**config.mk**
```make
export PLATFORM = sky130hd
export DESIGN_NAME = alu_issue_stage
export DESIGN_NICKNAME = d
export VERILOG_FILES = /design/src/rtl/alu_issue_pkg.sv /design/src/rtl/alu_result_fifo.sv /design/src/rtl/alu_issue_stage.sv
export SDC_FILE = /design/constraint.sdc
export NUM_CORES = 1
export LEC_CHECK = 0
export CORE_MARGIN = 2
export CORE_UTILIZATION = 55
export CTS_BUF_LIST = sky130_fd_sc_hd__clkbuf_16
export DETAILED_ROUTE_END_ITERATION = 16
export MAX_ROUTING_LAYER = met4
export PLACE_DENSITY = 0.87
export SYNTH_ARGS = -nofsm -noshare
export SYNTH_HDL_FRONTEND = slang
export SYNTH_HIERARCHICAL = 1
export SYNTH_SLANG_ARGS = --single-unit
```
**constraint.sdc**
```tcl
create_clock -name clk -period 6.6 [get_ports clk]
set_input_delay 1.65 -clock clk [delete_from_list [all_inputs] [get_ports clk]]
set_output_delay 1.65 -clock clk [all_outputs]
set_load 0.005 [all_outputs]
```
**src/rtl/alu_issue_pkg.sv**
```systemverilog
//------------------------------------------------------------------------------
// Module : alu_issue_pkg
// Brief  : Opcode encodings and result-entry field widths for the ALU issue stage.
// Rev    : 1.0
//------------------------------------------------------------------------------
`default_nettype none

package alu_issue_pkg;

    localparam int OP_W   = 3;
    localparam int FLAG_W = 3;  // carry, zero, err

    localparam logic [OP_W-1:0] OP_ADD = 3'd0;
    localparam logic [OP_W-1:0] OP_SUB = 3'd1;
    localparam logic [OP_W-1:0] OP_AND = 3'd2;
    localparam logic [OP_W-1:0] OP_OR  = 3'd3;
    localparam logic [OP_W-1:0] OP_XOR = 3'd4;
    localparam logic [OP_W-1:0] OP_GT  = 3'd5;

    // Entry layout, MSB first: {op, err, zero, carry, result}
    function automatic int entry_width(input int width);
        return width + FLAG_W + OP_W;
    endfunction

endpackage

`default_nettype wire

```
**src/rtl/alu_result_fifo.sv**
```systemverilog
//------------------------------------------------------------------------------
// Module : alu_result_fifo
// Brief  : Generic synchronous circular-buffer FIFO with occupancy count.
// Rev    : 1.0
//------------------------------------------------------------------------------
`default_nettype none

module alu_result_fifo #(
    parameter int DATA_W = 10,
    parameter int DEPTH  = 2
) (
    input  wire logic                      clk,
    input  wire logic                      rst,
    input  wire logic                      i_push,
    input  wire logic [DATA_W-1:0]         i_wdata,
    input  wire logic                      i_pop,
    output logic      [DATA_W-1:0]         o_rdata,
    output logic      [$clog2(DEPTH):0]    o_count,
    output logic                           o_full,
    output logic                           o_empty
);

    localparam int              c_aw    = $clog2(DEPTH);
    localparam logic [c_aw:0]   c_depth = DEPTH[c_aw:0];

    logic [DATA_W-1:0] mem_q [DEPTH];
    logic [DATA_W-1:0] mem_d [DEPTH];
    logic [c_aw-1:0]   wr_ptr_q, wr_ptr_d;
    logic [c_aw-1:0]   rd_ptr_q, rd_ptr_d;
    logic [c_aw:0]     count_q, count_d;
    logic              w_do_push;
    logic              w_do_pop;

    assign o_full    = (count_q == c_depth);
    assign o_empty   = (count_q == '0);
    assign w_do_push = i_push & ~o_full;
    assign w_do_pop  = i_pop & ~o_empty;
    assign o_rdata   = mem_q[rd_ptr_q];
    assign o_count   = count_q;

    always_comb begin
        mem_d    = mem_q;
        wr_ptr_d = wr_ptr_q;
        rd_ptr_d = rd_ptr_q;
        count_d  = count_q;
        if (w_do_push) begin
            mem_d[wr_ptr_q] = i_wdata;
            wr_ptr_d        = wr_ptr_q + 1'b1;
        end
        if (w_do_pop) begin
            rd_ptr_d = rd_ptr_q + 1'b1;
        end
        case ({w_do_push, w_do_pop})
            2'b10:   count_d = count_q + 1'b1;
            2'b01:   count_d = count_q - 1'b1;
            default: count_d = count_q;
        endcase
    end

    // Storage is cleared on reset so the head never reads X.
    always_ff @(posedge clk) begin
        if (rst) begin
            mem_q    <= '{default: '0};
            wr_ptr_q <= '0;
            rd_ptr_q <= '0;
            count_q  <= '0;
        end else begin
            mem_q    <= mem_d;
            wr_ptr_q <= wr_ptr_d;
            rd_ptr_q <= rd_ptr_d;
            count_q  <= count_d;
        end
    end

endmodule

`default_nettype wire

```
**src/rtl/alu_issue_stage.sv**
```systemverilog
//------------------------------------------------------------------------------
// Module : alu_issue_stage
// Brief  : Valid/ready issue stage evaluating ALU ops into a flagged result FIFO.
// Rev    : 1.0
//------------------------------------------------------------------------------
`default_nettype none

module alu_issue_stage
    import alu_issue_pkg::*;
#(
    parameter int WIDTH = 4,
    parameter int DEPTH = 2
) (
    input  wire logic                     clk,
    input  wire logic                     rst,
    input  wire logic                     in_valid,
    output logic                          in_ready,
    input  wire logic [2:0]               in_op,
    input  wire logic [WIDTH-1:0]         in_a,
    input  wire logic [WIDTH-1:0]         in_b,
    output logic                          out_valid,
    input  wire logic                     out_ready,
    output logic      [WIDTH-1:0]         out_result,
    output logic                          out_carry,
    output logic                          out_zero,
    output logic                          out_err,
    output logic      [2:0]               out_op,
    output logic      [$clog2(DEPTH):0]   count
);

    localparam int c_entry_w = entry_width(WIDTH);

    logic [WIDTH:0]         w_sum;
    logic [WIDTH-1:0]       w_res;
    logic                   w_carry;
    logic                   w_zero;
    logic                   w_err;
    logic                   w_push;
    logic                   w_pop;
    logic                   w_full;
    logic                   w_empty;
    logic [c_entry_w-1:0]   w_wdata;
    logic [c_entry_w-1:0]   w_head;

    always_comb begin
        w_sum   = {1'b0, in_a} + {1'b0, in_b};
        w_res   = '0;
        w_carry = 1'b0;
        w_err   = 1'b0;
        case (in_op)
            OP_ADD: begin
                w_res   = w_sum[WIDTH-1:0];
                w_carry = w_sum[WIDTH];
            end
            OP_SUB: begin
                w_res   = in_a - in_b;
                w_carry = (in_a < in_b);
            end
            OP_AND:  w_res = in_a & in_b;
            OP_OR:   w_res = in_a | in_b;
            OP_XOR:  w_res = in_a ^ in_b;
            OP_GT:   w_res = (in_a > in_b) ? '1 : '0;
            default: w_err = 1'b1;
        endcase
        w_zero = (w_res == '0);
    end

    // in_ready depends only on reset and registered occupancy, never on out_ready.
    assign in_ready  = ~rst & ~w_full;
    assign out_valid = ~w_empty;
    assign w_push    = in_valid & in_ready;
    assign w_pop     = out_valid & out_ready;
    assign w_wdata   = {in_op, w_err, w_zero, w_carry, w_res};

    alu_result_fifo #(
        .DATA_W (c_entry_w),
        .DEPTH  (DEPTH)
    ) u_fifo (
        .clk     (clk),
        .rst     (rst),
        .i_push  (w_push),
        .i_wdata (w_wdata),
        .i_pop   (w_pop),
        .o_rdata (w_head),
        .o_count (count),
        .o_full  (w_full),
        .o_empty (w_empty)
    );

    assign {out_op, out_err, out_zero, out_carry, out_result} = w_head;

endmodule

`default_nettype wire

```
==> qor.csv <==
metric,value,unit
core.rowCount,20,
internal_power,281,uW
end_kind,primary output,
rsz0062_at_grt,no,
wl,3280,um
antenna_found_initial,0,
top_usage_layer,met2,
start_kind,input port,
route.vias.total,1432,
worst_hold_slack,0.475,ns
use_met1,23.6,%
coreArea,3050,um^2
ctsResizeCount,0,
worstPathArrival,3.46,ns
finalHoldViolCount,0,
layout-drive-gt1-share,10.7,%
pwr-share-seq,41.4,%
die-area,3700,um^2
drt-vias-per-instance,5.32,
yosys_warnings,6,
grt_max_degree,36,
ys_seq_area_share,27.0,%
grt_pass1_vias,1322,
cts_tree,yes,
clock_skew,0.00158,ns
swShare,25.6,%
tns,0,ns
dp_hpwl,2390,um
relSlewSlack,33.7,%
antenna_left,0,
ios,29,
synth-edff-count,0,
remaining_drc_errors,0,
root_buffer,clkbuf_16,
clk_latency,0.25,ns
initial_core_util,58.2,%
drv_cap,0,
clkSinkCount,24,
synth.distinct_cells,43,
die_w,60.8,um
tightest_slew,0.991,ns
antennaDiodeCount,0,
final.min_clock_period,5.11,ns
peakVddDrop,0.0962,mV
power_per_cell_area,178,nW/um^2
setup-violations-final,0,
cts_hold_buf,0,
ys_seq_elements,24,
required,4.95,ns
port_buffers,28,
drtIter0Drc,60,
drt_first_pass_iters,5,
fin_crit_sh,77.5,%
reg2reg_depth,7,
overflow,0,
synth_cells,205,
syn_area_per_cell,8.67,um^2
async_flop_share,0,%
grt_pass1_wl,5600,um
clk_pin_slew,0.06,ns
postCtsSetupRepairBufs,0,
r2r_slack,4.42,ns
crit_type,input port to primary output,
status,"finished, final reports clean",
clk_path_buf_depth,2,
syn-num-nets,235,
syn2layout_area_growth,19.6,%
detail_route.wl_per_cell,12.2,um
whs_path_depth,2,
timing.fmax,0.196,GHz
layout_commonest_cell,clkdlybuf4s50_1,
power.share.clock,33.5,%
use_met2,36.7,%
syn-cell-area,1780,um^2
nNetsFinal,257,
final_cell_mix,"28 x clkdlybuf4s50_1, 27 x nand2b_1, 24 x dfxtp_1, 20 x o21ai_1",
leakagePower,0.930,nW
grt_util_met3,2.35,%
global_route.usage.total,20.7,%
path_max_fanout,35,
die_y,60.8,um
htreeDepth,1,
hp-class,flop to flop,
drv_slew,0,
numCtsBuffers,3,
p_switching,97.0,uW
gp_congestion,0.870,
ys.flop_type,dfxtp_1,
p_comb_share,25.1,%
==> power groups by stage <==
stage | Clock (mW) | Combinational, mW | Sequential (mW)
5_1_grt | 0.137 | 0.106 | 0.157
6_report | 0.127 | 0.0951 | 0.157
3_5_place_dp | 0 | 0.0951 | 0.160
4_1_cts | 0.130 | 0.0956 | 0.157
3_3_place_gp | 0 | 0.0928 | 0.160
2_1_floorplan | 0 | 0.0644 | 0.158
==> metrics by stage <==
stage | instances | cell area [um^2] | worst slack, ns | utilization (%) | total power [mW]
floorplan | 205 | 1780 | 3.13 | - | 0.222
global placement | 266 | 2050 | 1.56 | 67.1 | 0.252
detailed placement | 266 | 2050 | 1.50 | 67.1 | 0.255
CTS | 269 | 2120 | 1.50 | 69.6 | 0.383
global route | 269 | 2120 | 1.36 | 69.6 | 0.401
finish | 269 | 2120 | 1.49 | 69.6 | 0.378
==> synthesized netlist by cell type, types with 2 or more instances <==
cell type | instances | area share [%]
nand2b_1 | 27 | 9.5
dfxtp_1 | 24 | 27
o21ai_1 | 20 | 5.6
ha_1 | 13 | 9.2
inv_1 | 13 | 2.7
mux2i_1 | 13 | 7.3
nor2b_1 | 11 | 3.9
mux2_2 | 10 | 6.3
nor2_1 | 9 | 1.9
nand2_1 | 8 | 1.7
a21oi_1 | 5 | 1.4
buf_2 | 4 | 1.1
clkbuf_1 | 4 | 0.84
a31oi_1 | 3 | 1.1
and2_1 | 3 | 1.1
o21ai_0 | 3 | 0.84
xnor2_1 | 3 | 1.5
buf_6 | 2 | 1.3
fa_1 | 2 | 2.3
nor3_1 | 2 | 0.56
or2_2 | 2 | 0.70
or3_1 | 2 | 0.70
xor2_1 | 2 | 0.99
==> worst paths after layout <==
path                           from         endpoint
setup / recovery                rst         in_ready
hold / removal      u_fifo/mem_q[1]  u_fifo/mem_q[1]
setup reg to reg  u_fifo/o_count[0]  u_fifo/wr_ptr_q
hold reg to reg     u_fifo/mem_q[1]  u_fifo/mem_q[1]
==> registers in the layout, summed over array words and instances, names as in the netlist <==
| signal | count |
|---|---|
| u_fifo/o_count | 2 |
| u_fifo/rd_ptr_q | 1 |
| u_fifo/wr_ptr_q | 1 |
| u_fifo/mem_q | 20 |
==> kinds of logic (layout without fill, tap and decap cells) <==
kind of cell / count (synthesis) / count (layout) / share of synthesized area, %
and+or+nand+nor: 72 / 72 / 24.2
AOI/OAI and AO/OA: 41 / 41 / 14.7
buffers and inverters: 25 / 45 / 6.48
DFF: 24 / 24 / 27.0
muxes: 23 / 23 / 13.7
adders and majority gates: 15 / 15 / 11.4
xor gates and xnor gates: 5 / 5 / 2.47
==> worst max-delay path: stages <==
cell	delay (ns)
clkdlybuf4s50_1	0.93
nor2_1	0.34
clkdlybuf4s50_1	0.54
==> cell type report <==
type	instances	area, um^2
well taps	44	55.1
inverters	14	52.6
repair buffers	28	280
clock buffers	3	75.1
flip-flops and latches	24	480
multi-input cells	156	1180
fillers	252	928
==> metal layers <==
metal / routed length (um) / vias to the layer above
met4: 42 / 0
met3: 114 / 8
li1: - / 734
met2: 1660 / 40
met5: 0 / -
met1: 1460 / 650
Power figures use the tool's default switching activity.
